$ cat src/rtl/rv32_isa_pkg.sv
// ---------------------------------------------------------------------------
// rv32_isa -- shared definitions for the instruction fetch stage.
//   NOP            : canonical RV32I no-op (addi x0,x0,0), used for bubbles
//   fetch_state_e  : fetch controller states
//   fetch_word_t   : one instruction as presented to decode {pc, pc4, ins}
//   word_align()   : clears the two low address bits
// ---------------------------------------------------------------------------
package rv32_isa;

   localparam logic [31:0] NOP = 32'h0000_0013;

   typedef enum logic [1:0] {
      S_IDLE  = 2'd0,
      S_FETCH = 2'd1,
      S_HOLD  = 2'd2,
      S_DROP  = 2'd3
   } fetch_state_e;

   typedef struct packed {
      logic [31:0] pc;
      logic [31:0] pc4;
      logic [31:0] ins;
   } fetch_word_t;

   function automatic logic [31:0] word_align(input logic [31:0] addr);
      return {addr[31:2], 2'b00};
   endfunction

endpackage

$ cat src/rtl/fetch_stage_if.sv
// ---------------------------------------------------------------------------
// fetch_stage_if -- control, memory and decode-side signals of the fetch stage.
//   iEn, iStall, iPCS_EXT, iPC_EXT : enable, decode back-pressure, redirect
//   oIMemReq, oIMemAddr            : instruction memory request / address
//   iIMemAck, iIMemData            : memory response strobe / data
//   oPC, oPC4, oINS, oValid        : instruction presented to decode
//   fetch_state                    : current controller state (observability)
//
// Handshakes: on the memory side oIMemReq is a request that stays high with
// oIMemAddr stable until a cycle with iIMemAck=1, which transfers iIMemData in
// that same cycle. On the decode side oValid qualifies oPC/oPC4/oINS, and
// iStall=1 means decode does not take them, so they are held unchanged.
// ---------------------------------------------------------------------------
interface fetch_stage_if;
   import rv32_isa::*;

   logic         iEn;
   logic         iStall;
   logic         iPCS_EXT;
   logic [31:0]  iPC_EXT;
   logic         oIMemReq;
   logic [31:0]  oIMemAddr;
   logic         iIMemAck;
   logic [31:0]  iIMemData;
   logic [31:0]  oPC;
   logic [31:0]  oPC4;
   logic [31:0]  oINS;
   logic         oValid;
   fetch_state_e fetch_state;

   modport slave (
      input  iEn, iStall, iPCS_EXT, iPC_EXT, iIMemAck, iIMemData,
      output oIMemReq, oIMemAddr, oPC, oPC4, oINS, oValid, fetch_state
   );

   modport master (
      output iEn, iStall, iPCS_EXT, iPC_EXT, iIMemAck, iIMemData,
      input  oIMemReq, oIMemAddr, oPC, oPC4, oINS, oValid, fetch_state
   );

endinterface

$ cat src/rtl/fetch_stage_skid_buffer.sv
// ---------------------------------------------------------------------------
// skid_buffer -- one-entry holding register for an instruction that arrived
// while decode was stalled.
//   clk, rst_n : clock, synchronous active-low reset
//   load       : capture din and mark the entry valid
//   clear      : drop the entry (wins over load)
//   din / dout : 96-bit {pc, pc4, ins}
//   valid      : entry holds a captured instruction
// ---------------------------------------------------------------------------
module skid_buffer
   import rv32_isa::*;
(
   input  logic        clk,
   input  logic        rst_n,
   input  logic        load,
   input  logic        clear,
   input  fetch_word_t din,
   output fetch_word_t dout,
   output logic        valid
);

   fetch_word_t word_q;
   logic        valid_q;

   always_ff @(posedge clk) begin
      if (!rst_n) begin
         word_q  <= '0;
         valid_q <= 1'b0;
      end else if (clear) begin
         valid_q <= 1'b0;
      end else if (load) begin
         word_q  <= din;
         valid_q <= 1'b1;
      end
   end

   assign dout  = word_q;
   assign valid = valid_q;

endmodule

$ cat src/rtl/fetch_stage.sv
// ---------------------------------------------------------------------------
// fetch_stage -- instruction fetch with decode stall, skid capture and
// redirect handling.
//   RESET_VECTOR : first fetch address after reset
//   iClk         : clock, all state changes on the rising edge
//   nRst         : synchronous active-low reset
//   bus          : fetch_stage_if.slave (memory, decode and control signals)
// ---------------------------------------------------------------------------
module fetch_stage
   import rv32_isa::*;
#(
   parameter logic [31:0] RESET_VECTOR = 32'h0000_0000
)
(
   input  logic         iClk,
   input  logic         nRst,
   fetch_stage_if.slave bus
);

   fetch_state_e state_q, state_d;
   logic [31:0]  fetch_pc_q, fetch_pc_d;
   logic [31:0]  target_q, target_d;
   fetch_word_t  out_q, out_d;
   logic         valid_q, valid_d;

   logic         skid_load;
   logic         skid_clear;
   fetch_word_t  skid_word;
   logic         skid_valid;

   logic         req;
   fetch_word_t  fetched;

   // A request is outstanding in S_FETCH and in S_DROP (the latter waits for
   // the abandoned access to complete so exactly one ack is thrown away).
   assign req     = (state_q == S_FETCH) || (state_q == S_DROP);
   assign fetched = '{pc: fetch_pc_q, pc4: fetch_pc_q + 32'd4, ins: bus.iIMemData};

   skid_buffer u_skid (
      .clk   (iClk),
      .rst_n (nRst),
      .load  (skid_load),
      .clear (skid_clear),
      .din   (fetched),
      .dout  (skid_word),
      .valid (skid_valid)
   );

   always_ff @(posedge iClk) begin
      if (!nRst) begin
         state_q    <= S_IDLE;
         fetch_pc_q <= RESET_VECTOR;
         target_q   <= 32'h0;
         out_q      <= '{pc: 32'h0, pc4: 32'h0, ins: NOP};
         valid_q    <= 1'b0;
      end else begin
         state_q    <= state_d;
         fetch_pc_q <= fetch_pc_d;
         target_q   <= target_d;
         out_q      <= out_d;
         valid_q    <= valid_d;
      end
   end

   always_comb begin
      state_d    = state_q;
      fetch_pc_d = fetch_pc_q;
      target_d   = target_q;
      out_d      = out_q;
      valid_d    = valid_q;
      skid_load  = 1'b0;
      skid_clear = 1'b0;

      if (bus.iEn) begin
         if (bus.iPCS_EXT) begin
            // Redirect beats stall and ack: bubble out, drop any held word.
            valid_d    = 1'b0;
            out_d.ins  = NOP;
            skid_clear = 1'b1;
            if (req && !bus.iIMemAck) begin
               // Access still in flight: keep requesting the old address and
               // remember where to go once its ack has been discarded.
               state_d  = S_DROP;
               target_d = word_align(bus.iPC_EXT);
            end else begin
               state_d    = S_FETCH;
               fetch_pc_d = word_align(bus.iPC_EXT);
            end
         end else begin
            unique case (state_q)
               S_IDLE: begin
                  state_d = S_FETCH;
                  if (!bus.iStall) begin
                     valid_d   = 1'b0;
                     out_d.ins = NOP;
                  end
               end
               S_FETCH: begin
                  if (bus.iIMemAck) begin
                     fetch_pc_d = fetched.pc4;
                     if (bus.iStall) begin
                        skid_load = 1'b1;
                        state_d   = S_HOLD;
                     end else begin
                        out_d   = fetched;
                        valid_d = 1'b1;
                     end
                  end else if (!bus.iStall) begin
                     valid_d   = 1'b0;
                     out_d.ins = NOP;
                  end
               end
               S_HOLD: begin
                  if (!bus.iStall) begin
                     if (skid_valid) begin
                        out_d   = skid_word;
                        valid_d = 1'b1;
                     end else begin
                        valid_d   = 1'b0;
                        out_d.ins = NOP;
                     end
                     skid_clear = 1'b1;
                     state_d    = S_FETCH;
                  end
               end
               S_DROP: begin
                  if (!bus.iStall) begin
                     valid_d   = 1'b0;
                     out_d.ins = NOP;
                  end
                  if (bus.iIMemAck) begin
                     state_d    = S_FETCH;
                     fetch_pc_d = target_q;
                  end
               end
               default: state_d = S_IDLE;
            endcase
         end
      end
   end

   assign bus.oIMemReq    = req;
   assign bus.oIMemAddr   = fetch_pc_q;
   assign bus.oPC         = out_q.pc;
   assign bus.oPC4        = out_q.pc4;
   assign bus.oINS        = out_q.ins;
   assign bus.oValid      = valid_q;
   assign bus.fetch_state = state_q;

endmodule

$ cat src/flat_wrapper.sv
// flat-port wrapper written by rule: the top's interface ports become plain ports
module fetch_stage_flat import rv32_isa::*;
#(
   parameter logic [31:0] RESET_VECTOR = 32'h0000_0000
)
  (iClk, nRst, bus_iEn, bus_iStall, bus_iPCS_EXT, bus_iPC_EXT, bus_iIMemAck, bus_iIMemData, bus_oIMemReq, bus_oIMemAddr, bus_oPC, bus_oPC4, bus_oINS, bus_oValid, bus_fetch_state);
  fetch_stage_if bus_i ();
  input  logic iClk;
  input  logic nRst;
  input wire logic [$bits(bus_i.iEn)-1:0] bus_iEn;
  input wire logic [$bits(bus_i.iStall)-1:0] bus_iStall;
  input wire logic [$bits(bus_i.iPCS_EXT)-1:0] bus_iPCS_EXT;
  input wire logic [$bits(bus_i.iPC_EXT)-1:0] bus_iPC_EXT;
  input wire logic [$bits(bus_i.iIMemAck)-1:0] bus_iIMemAck;
  input wire logic [$bits(bus_i.iIMemData)-1:0] bus_iIMemData;
  output wire logic [$bits(bus_i.oIMemReq)-1:0] bus_oIMemReq;
  output wire logic [$bits(bus_i.oIMemAddr)-1:0] bus_oIMemAddr;
  output wire logic [$bits(bus_i.oPC)-1:0] bus_oPC;
  output wire logic [$bits(bus_i.oPC4)-1:0] bus_oPC4;
  output wire logic [$bits(bus_i.oINS)-1:0] bus_oINS;
  output wire logic [$bits(bus_i.oValid)-1:0] bus_oValid;
  output wire logic [$bits(bus_i.fetch_state)-1:0] bus_fetch_state;
  assign bus_i.iEn = bus_iEn;
  assign bus_i.iStall = bus_iStall;
  assign bus_i.iPCS_EXT = bus_iPCS_EXT;
  assign bus_i.iPC_EXT = bus_iPC_EXT;
  assign bus_i.iIMemAck = bus_iIMemAck;
  assign bus_i.iIMemData = bus_iIMemData;
  assign bus_oIMemReq = bus_i.oIMemReq;
  assign bus_oIMemAddr = bus_i.oIMemAddr;
  assign bus_oPC = bus_i.oPC;
  assign bus_oPC4 = bus_i.oPC4;
  assign bus_oINS = bus_i.oINS;
  assign bus_oValid = bus_i.oValid;
  assign bus_fetch_state = bus_i.fetch_state;
  fetch_stage #(.RESET_VECTOR(RESET_VECTOR)) u_core (.iClk(iClk), .nRst(nRst), .bus(bus_i));
endmodule
$ cat config.mk
export PLATFORM = sky130hd
export DESIGN_NAME = fetch_stage_flat
export DESIGN_NICKNAME = d
export VERILOG_FILES = /design/src/rtl/rv32_isa_pkg.sv /design/src/rtl/fetch_stage_if.sv /design/src/rtl/fetch_stage_skid_buffer.sv /design/src/rtl/fetch_stage.sv /design/src/flat_wrapper.sv
export SDC_FILE = /design/constraint.sdc
export NUM_CORES = 1
export LEC_CHECK = 0
export ABC_AREA = 1
export CAP_MARGIN = 25
export CORE_ASPECT_RATIO = 1.75
export CORE_MARGIN = 3
export CORE_UTILIZATION = 53
export DETAILED_ROUTE_END_ITERATION = 8
export PLACE_DENSITY = 0.8
export RECOVER_POWER = 50
export SYNTH_ARGS = -nofsm -noshare
export SYNTH_HDL_FRONTEND = slang
export SYNTH_SLANG_ARGS = --single-unit
$ cat constraint.sdc
create_clock -name iClk -period 2.1 [get_ports iClk]
set_input_delay 0.63 -clock iClk [delete_from_list [all_inputs] [get_ports iClk]]
set_output_delay 0.63 -clock iClk [all_outputs]
set_load 0.02 [all_outputs]
* Word-level counts from Yosys, hierarchy flattened *
Cells that the tools add are included.

storage, ports and cells
  logic and storage cells = 80
  bits in registers = 258
  input bits = 70
  output and inout port bits = 132

operators by class
  muxes and demuxes = 38
  bitwise logic cells = 3
  $add $sub $neg = 1
  equality and inequality tests = 13
  reduce and logical (&&, ||, !) cells = 14

operators with widths
  operator                                                                count
  32-bit 2-to-1 mux                                                       8
  96-bit 2-to-1 mux                                                       2
  64-bit 2-to-1 mux                                                       2
  64-bit one-hot mux with 2 select lines                                  1
  32-bit one-hot mux with 3 select lines                                  1
  32-bit one-hot mux with 2 select lines                                  1
  32-bit by 3-bit adder with 32-bit output (second input constant)        1
  1-bit 2-to-1 mux                                                        15
  2-bit 2-to-1 mux                                                        6
  3-bit != test (second input constant)                                   4
  2-bit != test (second input constant)                                   5
  5-bit AND reduction                                                     2
  2-bit one-hot mux with 4 select lines                                   1
  7-bit AND reduction                                                     1
  3-bit AND reduction                                                     2
  2-bit equality test (second input constant)                             2
  4-bit != test (second input constant)                                   1
  2-bit OR reduction                                                      2
  1-bit NOT                                                               3
  1-bit one-hot mux with 3 select lines                                   1
  3-bit nonzero test                                                      1
  2-bit by 1-bit equality test with 1-bit output (second input constant)  1
  2-bit zero test                                                         1
  2-bit AND reduction                                                     1
  4 further kinds                                                         4

* Depth between registers and ports, before layout *
Gate-level depths: netlist of run 1.

  depth in word-level cells = 6
  gate-level depth with buffers = 12
  mapped depth without buffers = 12

* By module *
From an unflattened synthesis of run 1, not the netlist that was laid out.

second synthesis, totals
  cell total of the unflattened synthesis = 1960
  area, all modules = 12852.3 um2

by module, submodules not included
  module       area each (um2)  instances  cells an instance  seq. area each (um2)
  fetch_stage  8753.4           1          1336               3183.1
  skid_buffer  4098.9           1          624                1941.9

* Worst setup path after synthesis of run 1 *
OpenSTA, ideal clock, no wires.

  kind = reg-to-reg
  from = register u_core.state_q[1], in the netlist u_core.bus.fetch_state[1]
  to = register u_core.fetch_pc_q[22], in the netlist u_core.bus.oIMemAddr[22]
  setup time = 128 ps
  clock period less this slack = 1924 ps
  slack = 176 ps
  stages on the path, launching flop included = 10
  required time = 1972 ps
  arrival time = 1795 ps
  buffers on the path = 1
  cells stage by stage = dfxtp_1 -> inv_1 -> ha_1 -> inv_1 -> nand2_1 -> nand2_1 -> nand3_2 -> inv_1 -> buf_1 -> a21oi_1

on the way
  word-level cells in the longest chain between the ends = 5
  elaborated cells between the ends (all ways) = 11
  classes of those cells = 5 x eq/ne; 2 x mux; 4 x reduce/logical

ends and longest elaborated chain
  item                                                                                          line                source
  start, declared                                                                               fetch_stage.sv:20   fetch_state_e state_q, state_d;
  start signal, assigned                                                                        fetch_stage.sv:57   state_q <= state_d;
  2-bit by 1-bit equality test with 1-bit output / 2-bit equality test (equally long branches)  fetch_stage.sv:36   assign req = (state_q == S_FETCH) || (state_q == S_DROP);
  1-bit logical OR (*)                                                                          fetch_stage.sv:36
  net bus_oIMemReq                                                                              flat_wrapper.sv:16  output wire logic [$bits(bus_i.oIMemReq)-1:0] bus_oIMemReq;
  1-bit logical AND (*)                                                                         fetch_stage.sv:80   if (req && !bus.iIMemAck) begin
  2-bit != test (no line) (*)                                                                   --
  5-bit AND reduction (no line) (*)                                                             --
  end signal, assigned                                                                          fetch_stage.sv:58   fetch_pc_q <= fetch_pc_d;
  end, declared                                                                                 fetch_stage.sv:21   logic [31:0] fetch_pc_q, fetch_pc_d;

The timed path passes the listed nets; every way through them passes the cells marked *.
A chain may end at the register's enable or synchronous reset.

* Worst setup path in the final report of run 1 *
  from = register u_core.fetch_pc_q[13], in the netlist u_core.bus.oIMemAddr[13]
  to = output port bus_oIMemAddr[13]

RTL lines
  item           line                source
  end, declared  flat_wrapper.sv:17  output wire logic [$bits(bus_i.oIMemAddr)-1:0] bus_oIMemAddr;

No word-level cell between the ends.

==> impl_metrics.tcl, run 1 <==
set metrics [dict create \
    outcome "finished, final reports clean" \
    cp_max_fo 7 \
    cts_buffers 24 \
    power.leakage_nw 5.943 \
    setup_ws_ps 30.30 \
    synth-edff-count 0 \
    path_cells "dlygate4sd2_1" \
    holdWs_ps 451.7 \
    cts-root-buf "clkbuf_16" \
    layout.nets 1790 \
    synth_area_leader_cell "dfxtp_1" \
    grt_usage 0.2702 \
    post-cts-setup-buffers 0 \
    insertion_delay_ps 520 \
    setup_viol 0 \
    die_area_mm2 0.02350 \
    crit_buf_inv 1 \
    grt_start_max_net_pins 67 \
    yosys-top-cells-area "dfxtp_1 (43%), nand2_1 (10%), a21oi_1 (9.8%), o21ai_0 (6.7%), inv_1 (3.8%)" \
    cp.required_ps 1470 \
    cts-htree-levels 1 \
    drc_errors 0 \
    yosysTopAreaCellShare 0.4330 \
    cp_data_arrival_time_ps 1440 \
    async_reset_ff_frac 0 \
    antenna_left 0 \
    ys_warn_count 0 \
    worst_pin_slew_ps 634.8 \
    cts.clk_slew.worst_paths_ps 70 \
    cp_top_family "flip-flops" \
    final_max_slew_viol_count 0 \
    period_needed_ps 2070 \
    die_h_um 200.6 \
    pre_cts_ws_ps -341.6 \
    synth.distinct_cells 41 \
    max-cap-violations 0 \
    setup_tns_ps 0 \
    yosysMostFrequentCell "nand2_1" \
    power.total_w 0.01120 \
    routed_wl_um 33680 \
    cts_hold_buf 0 \
    seq_area_frac_synth 0.4330 \
    die_w_um 117.2 \
    numPortBuffers 193 \
    hold_viol_final 0 \
    grt_pass1_wl_um 52520 \
    slew_headroom 0.5768 \
    ios 202 \
    fillers 1875 \
    grt-ovfl-total 0 \
    cts_tree "done" \
    power_density_mw_per_mm2 784.8 \
    cp-start-kind "flip-flop" \
    max-clock-path-buffers 3 \
    fmaxAchievable_ghz 0.4832 \
    grt_pass1_vias 10585 \
    area_delta_synth_final_pct 24.50 \
    ys_seq_elements 248 \
    antenna_found_initial 0 \
    core_mm2 0.02111 \
    worst_setup_path_end_kind "output pin" \
    layout-drive-gt1-share 0.09059 \
    drtPass1Iterations 5 \
    synthFlopType "dfxtp_1" \
    fin_crit_sh 0.9856 \
    wl_per_cell_um 16.67 \
    antenna_cells 0 \
    crit_type "flip-flop to output pin" \
    start_util 0.5432 \
    drt_iter0_markers 1317 \
    critPathSlowestCell "dfxtp_1" \
    hp-class "flip-flop to flip-flop" \
    cts.sinks 248 \
    yosys-top-cells-count "nand2_1 (320), dfxtp_1 (248), a21oi_1 (224)" \
    slowest_delay_ps 510 \
    post-dp-hpwl_um 22880 \
    rsz0062_at_grt "no" \
    netlist_area_mm2 0.01147 \
    peakVddDrop_v 0.0006245 \
    fin_skew_ps 10.85 \
    avgSynthCellArea_um2 7.303 \
    gp_congestion 0.8809 \
    syn_inst 1570 \
    viasPerCell 5.610 \
    dr_total_vias 11337 \
    num_rows 70 \
]
==> repair_timing <==
action / 4_1_cts / 5_1_grt
gates cloned: 0 / 2
resized for setup: 105 / 36
endpoints found under the setup margin: 100 / 75
pin swaps: 0 / 0
==> stage by stage <==
stage / util / instance area (um2) / cells
2_1_floorplan: - / 11480 / 1575
3_3_place_gp: 0.6493 / 13710 / 1976
3_5_place_dp: 0.6493 / 13710 / 1976
4_1_cts: 0.6818 / 14390 / 2019
5_1_grt: 0.6763 / 14270 / 2021
6_report: 0.6763 / 14270 / 2021
==> metal layers <==
metal | vias up | wire (um) | track usage | share of wire
met2 | 462 | 16980 | 0.4613 | 0.50
li1 | 5520 | - | - | -
met1 | 5273 | 12870 | 0.3307 | 0.38
met4 | 0 | 1206 | 0.1041 | 0.036
met5 | - | 0 | 0 | 0
met3 | 82 | 2620 | 0.04887 | 0.078
==> area by class of cell <==
class                   instances  area (um2)  area share
clock buffers                  33       695.7     0.04873
flip-flops and latches        248        4970      0.3481
clock inverters                10       116.4    0.008152
multi-input cells            1050        5226      0.3661
repair buffers                267        2431      0.1703
well taps                     288       360.3     0.02524
inverters                     125       475.5     0.03331
==> registers in the layout (all words and copies together), names as in the netlist <==
name and count:
u_core.u_skid.dout 92, u_core.bus.oINS 32, u_core.bus.oIMemAddr 30, u_core.bus.oPC4 30
u_core.bus.oPC 30, u_core.target_q 30, u_core.bus.fetch_state 2, u_core.bus.oValid 1
u_core.u_skid.valid 1
==> cells in the final DEF, fill, tap and decap left out, drive strengths merged, types with 15 or more instances in the layout <==
| cell type | count |
|---|---|
| a21oi | 228 |
| a31oi | 32 |
| buf | 70 |
| clkbuf | 66 |
| clkdlybuf4s50 | 65 |
| dfxtp | 248 |
| dlygate4sd2 | 98 |
| inv | 124 |
| nand2 | 326 |
| nand3 | 61 |
| nor2 | 74 |
| o211ai | 18 |
| o21ai | 201 |
| o21bai | 15 |
| o31ai | 28 |
==> worst paths after layout <==
kind	from	endpoint	slack (ps)	depth (start not counted)
worst min-delay path	u_core.target_q[9]	u_core.target_q[9]	450	2
worst max register to register	u_core.bus.fetch_state[0]	u_core.bus.oPC[31]	160	9
worst max-delay path	u_core.bus.oIMemAddr[13]	bus_oIMemAddr[13]	30	1
worst min register to register	u_core.target_q[9]	u_core.target_q[9]	450	2
==> logic make-up after synthesis <==
family / synth area share
buffers and inverters: 0.1140
xor gates and xnor gates: 0.009930
AOI/OAI and AO/OA: 0.2616
DFF: 0.4330
and+or+nand+nor: 0.1768
other: 0.0003271
adders and majority gates: 0.004365
==> power breakdown <==
group          internal (W)  switching, W
sequential          0.00489      0.000166
combinational      0.000642       0.00106
clock               0.00257       0.00187
total               0.00810       0.00310
==> worst min-delay path, cell delays in order (launching register included) <==
cell and delay (ps):
dfxtp_1 300, inv_1 60, a21oi_1 50
No activity file was read; power rests on OpenSTA's default activity.
==> run 2: changes to the inputs <==
Settings changed: HOLD_SLACK_MARGIN set to 0.08.
==> results of run 2 <==
Same layout as run 1: the final DEF is identical, and so are final timing and power.
==> run 3: changes to the inputs <==
Settings changed: ABC_CLOCK_PERIOD_IN_PS set to 2100.
==> results of run 3 <==
Same layout as run 1: the final DEF is identical, and so are final timing and power.
